===== src/rtl/ascon_tag_unit_pkg.sv =====
// Shared types and defaults for the Ascon tag output/verify unit.
// The optional verify path is controlled by the ASCON_TAG_VERIFY_EN macro.
package ascon_pack;

    localparam int TAG_W_DEF  = 128;
    localparam int WORD_W_DEF = 32;

    typedef enum logic [1:0] {
        ST_IDLE,
        ST_STREAM,
        ST_CHECK,
        ST_DONE
    } tag_state_e;

    // Index width for a word counter over n words, never narrower than one bit
    function automatic int idx_width(input int n);
        return (n > 1) ? $clog2(n) : 1;
    endfunction

endpackage


===== src/rtl/ascon_tag_unit_tag_word_mux.sv =====
// Selects the tag word addressed by the stream index, most significant word
// first, and forms its XOR against a received word for tag comparison.
module tag_word_mux
    import ascon_pack::*;
#(
    parameter int TAG_W  = TAG_W_DEF,
    parameter int WORD_W = WORD_W_DEF
) (
    input  logic [TAG_W-1:0]                        tag_i,
    input  logic [idx_width(TAG_W/WORD_W)-1:0]      idx_i,
    input  logic [WORD_W-1:0]                       cmp_i,
    output logic [WORD_W-1:0]                       word_o,
    output logic [WORD_W-1:0]                       diff_o
);

    localparam int NWORDS = TAG_W / WORD_W;
    localparam int IDX_W  = idx_width(NWORDS);

    // Index 0 addresses the top word of the tag, so word i sits at NWORDS-1-idx
    always_comb begin
        word_o = '0;
        for (int i = 0; i < NWORDS; i++) begin
            if (idx_i == IDX_W'(NWORDS - 1 - i)) begin
                word_o = tag_i[i*WORD_W +: WORD_W];
            end
        end
    end

    assign diff_o = word_o ^ cmp_i;

endmodule


===== src/rtl/ascon_tag_unit.sv =====
// Ascon tag unit: captures the finalisation tag and either streams it out
// word by word (encrypt) or compares it in constant time against a received
// tag (decrypt). Verification exists only when ASCON_TAG_VERIFY_EN is defined;
// otherwise every request streams and exp_ready/tag_ok are tied low.
module ascon_tag_unit
    import ascon_pack::*;
#(
    parameter int TAG_W  = TAG_W_DEF,
    parameter int WORD_W = WORD_W_DEF
) (
    input  logic              clk,
    input  logic              reset,
    input  logic              en_tag,
    input  logic              mode,
    input  logic [TAG_W-1:0]  tag_i,
    output logic              out_valid,
    input  logic              out_ready,
    output logic [WORD_W-1:0] out_word,
    input  logic              exp_valid,
    output logic              exp_ready,
    input  logic [WORD_W-1:0] exp_word,
    output logic              busy,
    output logic              done,
    output logic              tag_ok
);

    localparam int NWORDS = TAG_W / WORD_W;
    localparam int IDX_W  = idx_width(NWORDS);
    localparam logic [IDX_W-1:0] LAST_IDX = IDX_W'(NWORDS - 1);

    generate
        if ((TAG_W % WORD_W) != 0) begin : g_bad_width
            $error("ascon_tag_unit: TAG_W must be a multiple of WORD_W");
        end
    endgenerate

    tag_state_e         state_q, state_d;
    logic [TAG_W-1:0]   tag_q, tag_d;
    logic [IDX_W-1:0]   idx_q, idx_d;
    logic [WORD_W-1:0]  sel_word;
    logic [WORD_W-1:0]  word_diff;

    tag_word_mux #(.TAG_W(TAG_W), .WORD_W(WORD_W)) u_mux (
        .tag_i  (tag_q),
        .idx_i  (idx_q),
        .cmp_i  (exp_word),
        .word_o (sel_word),
        .diff_o (word_diff)
    );

    assign out_word = sel_word;
    assign busy     = (state_q != ST_IDLE);

`ifdef ASCON_TAG_VERIFY_EN
    logic [WORD_W-1:0]  diff_q, diff_d;
    logic               tag_ok_q, tag_ok_d;
    logic [WORD_W-1:0]  diff_acc;

    assign diff_acc = diff_q | word_diff;
    assign tag_ok   = tag_ok_q;
`else
    logic unused_inputs;
    assign unused_inputs = ^{mode, exp_valid, word_diff};
    assign tag_ok        = 1'b0;
`endif

    // State register; reset wipes the stored tag and aborts any transfer
    always_ff @(posedge clk) begin
        if (reset) begin
            state_q  <= ST_IDLE;
            tag_q    <= '0;
            idx_q    <= '0;
`ifdef ASCON_TAG_VERIFY_EN
            diff_q   <= '0;
            tag_ok_q <= 1'b0;
`endif
        end else begin
            state_q  <= state_d;
            tag_q    <= tag_d;
            idx_q    <= idx_d;
`ifdef ASCON_TAG_VERIFY_EN
            diff_q   <= diff_d;
            tag_ok_q <= tag_ok_d;
`endif
        end
    end

    // Next-state and handshake logic; the last word always leads to DONE,
    // and DONE entry zeroises the secret tag and the difference accumulator
    always_comb begin
        state_d   = state_q;
        tag_d     = tag_q;
        idx_d     = idx_q;
        out_valid = 1'b0;
        exp_ready = 1'b0;
        done      = 1'b0;
`ifdef ASCON_TAG_VERIFY_EN
        diff_d    = diff_q;
        tag_ok_d  = tag_ok_q;
`endif
        case (state_q)
            ST_IDLE: begin
                if (en_tag) begin
                    tag_d = tag_i;
                    idx_d = '0;
`ifdef ASCON_TAG_VERIFY_EN
                    diff_d   = '0;
                    tag_ok_d = 1'b0;
                    state_d  = mode ? ST_CHECK : ST_STREAM;
`else
                    state_d  = ST_STREAM;
`endif
                end
            end
            ST_STREAM: begin
                out_valid = 1'b1;
                if (out_ready) begin
                    if (idx_q == LAST_IDX) begin
                        state_d = ST_DONE;
                        tag_d   = '0;
                        idx_d   = '0;
`ifdef ASCON_TAG_VERIFY_EN
                        diff_d   = '0;
                        tag_ok_d = 1'b0;
`endif
                    end else begin
                        idx_d = idx_q + IDX_W'(1);
                    end
                end
            end
`ifdef ASCON_TAG_VERIFY_EN
            ST_CHECK: begin
                exp_ready = 1'b1;
                if (exp_valid) begin
                    if (idx_q == LAST_IDX) begin
                        state_d  = ST_DONE;
                        tag_d    = '0;
                        idx_d    = '0;
                        diff_d   = '0;
                        tag_ok_d = (diff_acc == '0);
                    end else begin
                        diff_d = diff_acc;
                        idx_d  = idx_q + IDX_W'(1);
                    end
                end
            end
`endif
            ST_DONE: begin
                done    = 1'b1;
                state_d = ST_IDLE;
            end
            default: begin
                state_d = ST_IDLE;
            end
        endcase
    end

endmodule


===== config.mk =====
export PLATFORM = sky130hd
export DESIGN_NAME = ascon_tag_unit
export DESIGN_NICKNAME = d
export VERILOG_FILES = /design/src/rtl/ascon_tag_unit_pkg.sv /design/src/rtl/ascon_tag_unit_tag_word_mux.sv /design/src/rtl/ascon_tag_unit.sv
export SDC_FILE = /design/constraint.sdc
export NUM_CORES = 1
export LEC_CHECK = 0
export ABC_AREA = 0
export CORE_ASPECT_RATIO = 0.9
export CORE_MARGIN = 8
export CORE_UTILIZATION = 40
export CTS_CLUSTER_DIAMETER = 50
export DETAILED_ROUTE_END_ITERATION = 16
export GPL_ROUTABILITY_DRIVEN = 1
export PLACE_DENSITY = 0.85
export SYNTH_ARGS = -nofsm -noshare
export SYNTH_HDL_FRONTEND = slang
export SYNTH_HIERARCHICAL = 1
export SYNTH_SLANG_ARGS = --single-unit

===== constraint.sdc =====
create_clock -name clk -period 1.7 [get_ports clk]
set_input_delay 0.51 -clock clk [delete_from_list [all_inputs] [get_ports clk]]
set_output_delay 0.51 -clock clk [all_outputs]
set_load 0.01 [all_outputs]

==> flow_metrics.tcl <==
set metrics [dict create \
    start_kind "register" \
    wirelength_um 17300 \
    cts_buffers 17 \
    num_rows 39 \
    status "complete, but fails checks" \
    critical_path_class "register to primary output" \
    grt_overflow 0 \
    grt_pass1_wl_um 25400 \
    drc_errors 0 \
    fin_nets 765 \
    drtIter0Drc 186 \
    use_met1_pct 23.4 \
    fin_crit_ns 2.31 \
    cp.arrival_ns 1.80 \
    cts-root-buf "clkbuf_16" \
    grt-busiest-layer "met2" \
    syn_to_final_growth_pct 64.8 \
    antenna_cells 0 \
    use_met3_pct 6.91 \
    path_cells "buf_12, buf_12, buf_16, mux4_2, buf_6" \
    crit_top_cell "buf_12" \
    maxCapViolCount 0 \
    die_x_um 134 \
    ff2ff_setup_slack_ns -0.18 \
    setup_slack_ns -0.610 \
    cts_hold_buffers 0 \
    ioPinCount 203 \
    endpoint_kind "primary output" \
    drive_gt1_share_pct 33.1 \
    vias 4261 \
    fmax_mhz 433 \
    p_total_mw 8.25 \
    failed_checks "negative setup slack" \
    clock_sinks 132 \
    met2_usage_pct 34.5 \
    hold_class "register to register" \
    cts_tree "done" \
    wl_per_cell_um 22.5 \
    insertion_delay_ns 0.42 \
    finalCritPeriodShare_pct 136 \
    core_um2 12500 \
    grtUsageTotal_pct 20.3 \
    setup_viol 140 \
    final_core_util_pct 66.5 \
    antenna_found_initial 0 \
    drtPass1Iterations 4 \
    dp_hpwl_um 10200 \
    die_h_um 122 \
    viasPerCell 5.53 \
    synth_area_um2 5040 \
    start_util_pct 40.3 \
    slowest_stage "mux4_2" \
    yosys_warnings 6 \
    io_buffers 166 \
    required_ns 1.19 \
    path_max_fanout 6 \
    hold_viol_final 0 \
    tns_ns -27.04 \
    finClkSkew_ns 0.00749 \
    grt_max_degree 34 \
    drtAntennaViolNets 0 \
    place.gp.congestion 0.763 \
    clk_pin_slew_worst_paths_ns 0.05 \
    grt_pass1_vias 4552 \
    p_leak_nw 3.44 \
    cts_buffer_depth 2 \
    htreeDepth 4 \
    dp_slack_ns -0.481 \
    powerDensity_nw_per_um2 994 \
    synth_area_per_cell_um2 14.2 \
    max_stage_delay_ns 0.51 \
    final_max_slew_viol_count 0 \
    rsz0062_at_grt "true" \
    syn-instance-count 354 \
    worst_ir_drop_vdd_mv 0.690 \
    die_area_um2 16500 \
]
[cell usage in the layout, fill, tap and decap left out, types with 2 or more instances in the layout]
cell and instances:
a21oi_1 2, a22o_1 128, buf_12 18, buf_16 5
buf_2 8, buf_4 64, buf_6 30, bufinv_16 2
clkbuf_1 2, clkbuf_16 23, clkbuf_8 5, clkdlybuf4s50_1 131
conb_1 2, dfxtp_1 128, dfxtp_4 3, mux4_2 32
nand2_1 2, nand2b_4 2, nor4b_1 2, o21ai_1 2
o221a_4 2
[timing repair]
action | in CTS | in global routing
setup endpoints to repair | 163 | 160
cloned | 13 | 6
buffers inserted | 12 | 10
gates resized for setup | 187 | 20
pin swaps | 0 | 71
[critical path: cells and delay by family (launching register included)]
family,cells,cell delay [ns]
DFF,1,0.35
muxes,1,0.51
buffers and inverters,4,0.52
[final timing paths]
kind / from / end / depth (start not counted)
max: idx_q[0] / out_word[17] / 5
min: tag_q[93] / tag_q[93] / 1
max reg2reg: idx_q[0] / tag_q[82] / 9
min reg2reg: tag_q[93] / tag_q[93] / 1
[sequential cells by signal, summed over array words and instances, names as in the netlist]
| signal | cells |
|---|---|
| tag_q | 128 |
| state_q | 2 |
| idx_q | 2 |
[layer usage]
metal	share of wire (%)	wire length, um
met5	0	0
met4	1.9	330
met3	6.7	1170
met2	50	8730
met1	41	7100
[stage by stage]
| step | std cells | area [um2] | hold slack, ns |
|---|---|---|---|
| after floorplan | 355 | 5040 | 0.440 |
| after global placement | 713 | 7120 | 0.452 |
| after detailed placement | 713 | 7120 | 0.461 |
| after CTS | 765 | 8210 | 0.478 |
| after global routing | 771 | 8310 | 0.493 |
| final | 771 | 8310 | 0.477 |
[report_power, final]
group / switching [mW] / internal (mW)
Combinational: 0.437 / 0.851
Clock: 1.26 / 2.32
Sequential: 0.107 / 3.28
[cell type report]
type	instances	area [um2]
fill	886	4190
timing repair buffer	262	2820
sequential	132	2660
multi-input combinational	184	2050
clock buffer	24	502
tap	164	205
clock inverter	4	72.6
inverter	1	3.75
Note: power is estimated with default switching activity, not from simulation.
